## src/rtl/alu_pkg.sv

```systemverilog
// Definitions shared by the multi-cycle ALU execution units.
// Includes the FSM state encoding, the default datapath width and the Zhigh fill value.
package alu_pkg;

  typedef enum logic [1:0] {
    IDLE   = 2'd0,
    ROTATE = 2'd1,
    DONE   = 2'd2
  } state_e;

  localparam int DEFAULT_WIDTH = 32;

  // Units that produce no high result word drive every Zhigh bit with this value.
  localparam logic ZHIGH_BIT = 1'b0;

endpackage

```

## src/rtl/seq_rol_unit_rol_step.sv

```systemverilog
// Combinational rotate-left of a WIDTH-bit word by k positions, where k is 0..STEP.
// The rotating unit applies one of these steps on each clock.
module rol_step
  import alu_pkg::*;
#(
  parameter int WIDTH = DEFAULT_WIDTH,
  parameter int STEP  = 1,
  localparam int KW   = $clog2(STEP + 1)
) (
  input  logic [WIDTH-1:0] data_i,
  input  logic [KW-1:0]    k_i,
  output logic [WIDTH-1:0] data_o
);

  logic [2*WIDTH-1:0] doubled;
  logic               unused_low;

  // Shifting two copies side by side makes the bits leaving the top wrap into the bottom.
  assign doubled    = {data_i, data_i} << k_i;
  assign data_o     = doubled[2*WIDTH-1:WIDTH];
  assign unused_low = ^doubled[WIDTH-1:0];

endmodule

```

## src/rtl/seq_rol_unit.sv

```systemverilog
// Multi-cycle rotate-left unit with a start/busy/done handshake.
// It rotates x left by (y mod WIDTH), up to STEP positions per clock, and writes the result to Zlow.
module seq_rol_unit
  import alu_pkg::*;
#(
  parameter int WIDTH = DEFAULT_WIDTH,
  parameter int STEP  = 1,
  localparam int CW   = $clog2(WIDTH),
  localparam int KW   = $clog2(STEP + 1)
) (
  input  logic             clock,
  input  logic             clear_n,
  input  logic             start,
  input  logic [WIDTH-1:0] x,
  input  logic [WIDTH-1:0] y,
  output logic             busy,
  output logic             done,
  output logic [WIDTH-1:0] Zlow,
  output logic [WIDTH-1:0] Zhigh
);

  state_e           state_q;
  logic [WIDTH-1:0] sreg_q, sreg_d;
  logic [CW-1:0]    cnt_q, cnt_d;
  logic [KW-1:0]    k_w;
  logic [WIDTH-1:0] zlow_q;
  logic             busy_q, done_q;
  logic [CW-1:0]    amount_w;
  logic             unused_y;

  assign amount_w = y[CW-1:0];
  assign unused_y = ^y[WIDTH-1:CW];

  always_comb begin
    k_w = KW'(STEP);
    if (32'(cnt_q) < STEP) begin
      k_w = KW'(cnt_q);
    end
    cnt_d = cnt_q - CW'(k_w);
  end

  rol_step #(
    .WIDTH (WIDTH),
    .STEP  (STEP)
  ) u_rol_step (
    .data_i (sreg_q),
    .k_i    (k_w),
    .data_o (sreg_d)
  );

  // Zlow is loaded only on entry to DONE, so partial rotations never appear on it.
  always_ff @(posedge clock or negedge clear_n) begin
    if (!clear_n) begin
      state_q <= IDLE;
      sreg_q  <= '0;
      cnt_q   <= '0;
      zlow_q  <= '0;
      busy_q  <= 1'b0;
      done_q  <= 1'b0;
    end else begin
      case (state_q)
        IDLE: begin
          if (start) begin
            sreg_q <= x;
            cnt_q  <= amount_w;
            busy_q <= 1'b1;
            if (amount_w == '0) begin
              zlow_q  <= x;
              done_q  <= 1'b1;
              state_q <= DONE;
            end else begin
              state_q <= ROTATE;
            end
          end
        end
        ROTATE: begin
          sreg_q <= sreg_d;
          cnt_q  <= cnt_d;
          if (cnt_d == '0) begin
            zlow_q  <= sreg_d;
            done_q  <= 1'b1;
            state_q <= DONE;
          end
        end
        DONE: begin
          busy_q  <= 1'b0;
          done_q  <= 1'b0;
          state_q <= IDLE;
        end
        default: begin
          busy_q  <= 1'b0;
          done_q  <= 1'b0;
          state_q <= IDLE;
        end
      endcase
    end
  end

  assign busy  = busy_q;
  assign done  = done_q;
  assign Zlow  = zlow_q;
  assign Zhigh = {WIDTH{ZHIGH_BIT}};

endmodule

```

## config.mk

```make
export PLATFORM = sky130hd
export DESIGN_NAME = seq_rol_unit
export DESIGN_NICKNAME = d
export VERILOG_FILES = /design/src/rtl/alu_pkg.sv /design/src/rtl/seq_rol_unit_rol_step.sv /design/src/rtl/seq_rol_unit.sv
export SDC_FILE = /design/constraint.sdc
export NUM_CORES = 1
export LEC_CHECK = 0
export CAP_MARGIN = 20
export CORE_MARGIN = 2
export CORE_UTILIZATION = 34
export DETAILED_ROUTE_END_ITERATION = 8
export PLACE_DENSITY = 0.67
export SKIP_CTS_REPAIR_TIMING = 1
export SLEW_MARGIN = 20
export SYNTH_ARGS = -nofsm -noshare
export SYNTH_HDL_FRONTEND = slang
export SYNTH_HIERARCHICAL = 1
export SYNTH_SLANG_ARGS = --single-unit
export TNS_END_PERCENT = 10
```

## constraint.sdc

```tcl
create_clock -name clock -period 3.6 [get_ports clock]
set_clock_uncertainty 0.05 [all_clocks]
set_input_delay 0.72 -clock clock [delete_from_list [all_inputs] [get_ports clock]]
set_output_delay 0.72 -clock clock [all_outputs]
set_load 0.05 [all_outputs]
```

; ---- Word-level counts from Yosys, hierarchy flattened
; Index checks and enable logic that the tools add are counted.
[totals]
register_bits = 73
input_bits = 67
out_inout_bits = 66
word_cells = 42
[classes]
add_sub_neg = 1
n_lt_le_gt_ge = 1
eq_ne = 4
shift = 1
n_mux = 19
n_bitwise = 1
n_reduce_logical = 9
[ops]
columns = operator, n
row1 = $mux W32, 4
row2 = $pmux W32 S2, 2
row3 = $shl A64 B1 Y64, 1
row4 = $logic_not A5 Y1, 2
row5 = $pmux W5 S2, 1
row6 = $mux W2, 3
row7 = $ne A2 B2 Y1 const B, 3
row8 = $reduce_and A2 Y1, 3
row9 = $lt A5 B1 Y1 const B, 1
row10 = $mux W1, 5
row11 = $mux W5, 1
row12 = $sub A5 B1 Y5, 1
row13 = $pmux W1 S2, 2
row14 = $pmux W2 S2, 1
row15 = $reduce_and A4 Y1, 1
row16 = $reduce_and A3 Y1, 1
row17 = $eq A2 B1 Y1 const B, 1
row18 = $logic_not A2 Y1, 1
row19 = $reduce_bool A2 Y1, 1
row20 = $not A1 Y1, 1

; ---- Longest topological paths before layout
[logic_depth]
ltp_word = 6
depth_mapped = 10
mapped_depth_nobuf = 8

; ---- Modules after synthesis
; The synthesis kept the hierarchy.
[modules_own_cells]
columns = mod, n_inst, cells_per_inst, area_per_inst_um2, seq_area_each_um2
row1 = seq_rol_unit, 1, 338, 3533.4, 1826.8
row2 = rol_step, 1, 36, 544.3, 0.0

; ---- Worst setup path after synthesis
; OpenSTA, ideal clock, no wires.
[synth_path]
kind = in2reg
startpoint = input port y[3]
endpoint = register zlow_q[0], in the netlist Zlow[0]
setup_ps = 126
t_arrival_ps = 2160
required_ps = 3424
setup_slack_ps = 1264
cell_stages = 5
n_path_buf = 1
path_cell_list = or4_4 nor4_4 o22ai_1 buf_2 a221o_1
[synth_between]
elab_chain_len = 3
[synth_rtl]
columns = element, line
row1 = start: declaration, seq_rol_unit.sv:15  ; input logic [WIDTH-1:0] y,
row2 = $logic_not A5 Y1, seq_rol_unit.sv:67  ; if (amount_w == '0) begin
row3 = $ne A2 B2 Y1 (no line), -
row4 = $reduce_and A4 Y1 (no line), -
row5 = end signal: assignment, seq_rol_unit.sv:80  ; zlow_q <= sreg_d;
row6 = end: declaration, seq_rol_unit.sv:26  ; logic [WIDTH-1:0] zlow_q;
; No other way between the ends.
; A chain may end at the register's enable or synchronous reset.

; ---- Final worst setup path
[layout_path]
startpoint = register cnt_q[4]
endpoint = register zlow_q[4], in the netlist Zlow[4]
[layout_between]
elab_chain_len = 6
elab_cells_between_ends = 9
cone_classes = add/sub (1) / order compare (1) / eq/ne (1) / shift (1) / mux (3) / reduce/logical (2)
[layout_rtl]
columns = element, line
row1 = start: declaration, seq_rol_unit.sv:24  ; logic [CW-1:0] cnt_q, cnt_d;
row2 = start signal: assignment, seq_rol_unit.sv:65  ; cnt_q <= amount_w;
row3 = start signal: assignment, seq_rol_unit.sv:78  ; cnt_q <= cnt_d;
row4 = $lt A5 B1 Y1, seq_rol_unit.sv:36  ; if (32'(cnt_q) < STEP) begin
row5 = $mux W1, seq_rol_unit.sv:36
row6 = $sub A5 B1 Y5, seq_rol_unit.sv:39  ; cnt_d = cnt_q - CW'(k_w);
row7 = $logic_not A5 Y1, seq_rol_unit.sv:79  ; if (cnt_d == '0) begin
row8 = $ne A2 B2 Y1 (no line), -
row9 = $reduce_and A4 Y1 (no line), -
; Parallel ways exist; a longest one is shown, timed or not. The select of a mux whose other input is x is not followed.

==> flow_summary.toml <==
[outcome]
status = "finished, final reports clean"

[timing]
finalSetupViolations = 0
setup_tns_ps = 0
relSlewSlack_pct = 32.23
fmax_ghz = 0.3404
tightest_slew_ps = 1017
drv_slew = 0
rsz0062_at_grt = "no"
period_share_pct = 81.60
finalHoldViolCount = 0
min_period_ps = 2938

[die]
ios = 133
die_area_sq_um = 12890
die_w_um = 113.5
core_sq_um = 11560
start_util_pct = 35.26
rows = 39
die_h_um = 113.5

[critical_path]
critical_path_peak_fanout = 33
crit_required_ps = 3810
startpoint = "cnt_q[4]$_DFFE_PN0P_"
r2r-start = "cnt_q[4]$_DFFE_PN0P_"
end_kind = "register"
worstPathArrival_ps = 3150
critical_path_cell_count = 7
r2r_end = "Zlow[4]$_DFFE_PN0P_"
path_cells = "nor2_1 > a21oi_1 > ha_1 > xnor2_1 > a32o_1 > o22ai_4 > a221o_1"
slowest_stage = "o22ai_4"
path_delay_family = "compound AO/OA/AOI/OAI gates"
cp-start-kind = "register"
endpoint = "Zlow[4]$_DFFE_PN0P_"
worstSetupPathType = "reg -> reg"
rr_worst_depth = 7
slowest_delay_ps = 770
crit_buf_inv = 0
worst-r2r-setup-slack_ps = 660

[grt]
grt_max_degree = 74
grt_pass1_wl_mm = 15.61
antenna_found_initial = 0
gr-usage-all-layers_pct = 15.15
grt_pass1_vias = 3110
grt-ovfl-total = 0

[yosys]
yosysSeqAreaShare_pct = 44.80
netlist-cell-type-count = 34
synth_area_per_cell_sq_um = 10.90
synth_area_leaders = "dfrtp_1 (45%), mux2_4 (11%), mux2i_1 (8.3%), a221o_1 (7.9%), buf_4 (5.9%)"
synth_edf_count = 0
synth_top_area_share_pct = 44.80
synth-seq-cells = 73
netlist_area_sq_um = 4078
yosysWarnings = 6
yosysTopAreaCell = "dfrtp_1"
synth_flop_cell = "dfrtp_1"
netlist_instances = 374
async_flop_share_pct = 100.0

[clock_tree]
clock-sinks = 73
clk_latency_ps = 330
cts_buffer_depth = 2
cts_buffers = 9
cts_tree = "built"
path_clk_slew_ps = 60
root_buffer = "clkbuf_16"
htree_levels = 3

[placed_design]
routabilityCongestion = 0.7552
io_buffers = 73
hpwlAfterDp_mm = 5.988
dpl.cell_count = 569

[min_path]
worstHoldPathType = "reg -> reg"

[layout]
layout.cells.non_filler = 585
synthToLayoutAreaGrowth_pct = 25.10
n_antenna_cell = 0
drive_gt1_share_pct = 14.25
fin_nets = 506

[drt]
drt.antenna.violating_nets = 0
routedWlPerCell_um = 15.86
initialDrtViolationCount = 135
viasPerCell = 5.051
vias = 2955
post-route-drc-count = 0
totalWireLength_mm = 9.276
first_pass_iters = 4

[power_and_ir_drop]
powerDensity_nw_per_um2 = 924.7
p_leak_nw = 2.370
ir_drop_mv = 0.4581

[flow_run]
maxCapViolations = 0
==> synth_stat cells, types with 3 or more instances <==
master	instances
buf_2	7
mux2_2	3
inv_1	3
nand2_1	34
clkbuf_1	14
mux2i_1	34
a21oi_1	5
o21ai_0	33
nor2_1	41
dfrtp_1	73
o22ai_1	5
buf_4	32
a221o_1	32
buf_12	3
mux2_4	30
nand2b_1	3
==> stage by stage <==
step,utilization [%],power (W),setup slack (ps),area (sq um),hold slack [ps]
final,44.11,0.004717,662.3,5101,458.3
after global routing,44.11,0.005010,413.9,5101,478.9
after CTS,44.11,0.004766,671.7,5101,464.6
after detailed placement,41.42,0.003781,619.2,4790,446.2
after global placement,41.42,0.003709,613.5,4790,444.3
after floorplan,-,0.003142,1264,4194,374.4
==> layout by cell type (no fill, tap or decap), types with 5 or more instances in the layout <==
cell type        count
a21oi_1              5
a221o_1             32
buf_4                6
clkbuf_16            9
clkdlybuf4s50_1     72
conb_1              32
dfrtp_1             73
mux2_4              30
mux2i_1             34
nand2_1             33
nor2_1              41
o21ai_0             33
==> final cells by class <==
cell class	instances	area, sq um
clock buffer	10	229.0
clock inverter	6	82.58
fill	1115	6464
inverter	3	11.26
multi-input combinational	271	1987
sequential	73	1827
tap	143	178.9
timing repair buffer	79	785.8
==> per-layer routing <==
layer / up-vias / GRT usage [%] / share of wire [%]
met4: 0 / 4.146 / 1.0
met3: 11 / 4.304 / 5.0
met5: - / 0 / 0
met1: 1455 / 19.62 / 46
li1: 1405 / - / -
met2: 84 / 24.99 / 48
==> sequential cells by signal (all words and copies together) (netlist names) <==
register	flops
Zlow	32
sreg_q	32
cnt_q	5
state_q	2
busy	1
done	1
==> tightest hold or removal path, delay by kind of cell (launching register included) <==
family	cells	cell delay [ps]
flops	1	340
simple gates	2	130
==> how the worst min path moves through the flow <==
stage          slack (ps)                  from  cells after the start              endpoint
2_1_floorplan         370               clear_n                      0   Zlow[0]$_DFFE_PN0P_
3_3_place_gp          440   Zlow[6]$_DFFE_PN0P_                      1   Zlow[6]$_DFFE_PN0P_
3_5_place_dp          450  Zlow[26]$_DFFE_PN0P_                      1  Zlow[26]$_DFFE_PN0P_
4_1_cts               460   Zlow[1]$_DFFE_PN0P_                      1   Zlow[1]$_DFFE_PN0P_
5_1_grt               480   Zlow[9]$_DFFE_PN0P_                      1   Zlow[9]$_DFFE_PN0P_
6_report              460      busy$_DFFE_PN0P_                      2      busy$_DFFE_PN0P_
==> cell families (layout without fill, tap and decap cells) <==
group,after synthesis,after routing,share of synthesized area [%]
AO/OA/AOI/OAI,80,80,14.33
XOR/XNOR,1,1,0.2148
adder cells (fa/ha/maj),2,2,0.6136
buffers and inverters,61,98,10.16
flip-flops,73,73,44.80
multiplexers,67,67,20.22
other,1,32,0.09196
AND/OR/NAND/NOR,89,89,9.574
==> report_power, final <==
part           internal, W  switching (W)  leakage [nW]
Combinational     0.000949        0.00133          1.30
Clock             0.000603       0.000343         0.152
Sequential         0.00120       0.000290         0.914
Total              0.00275        0.00196          2.37
Note: power is estimated with default switching activity, not from simulation.
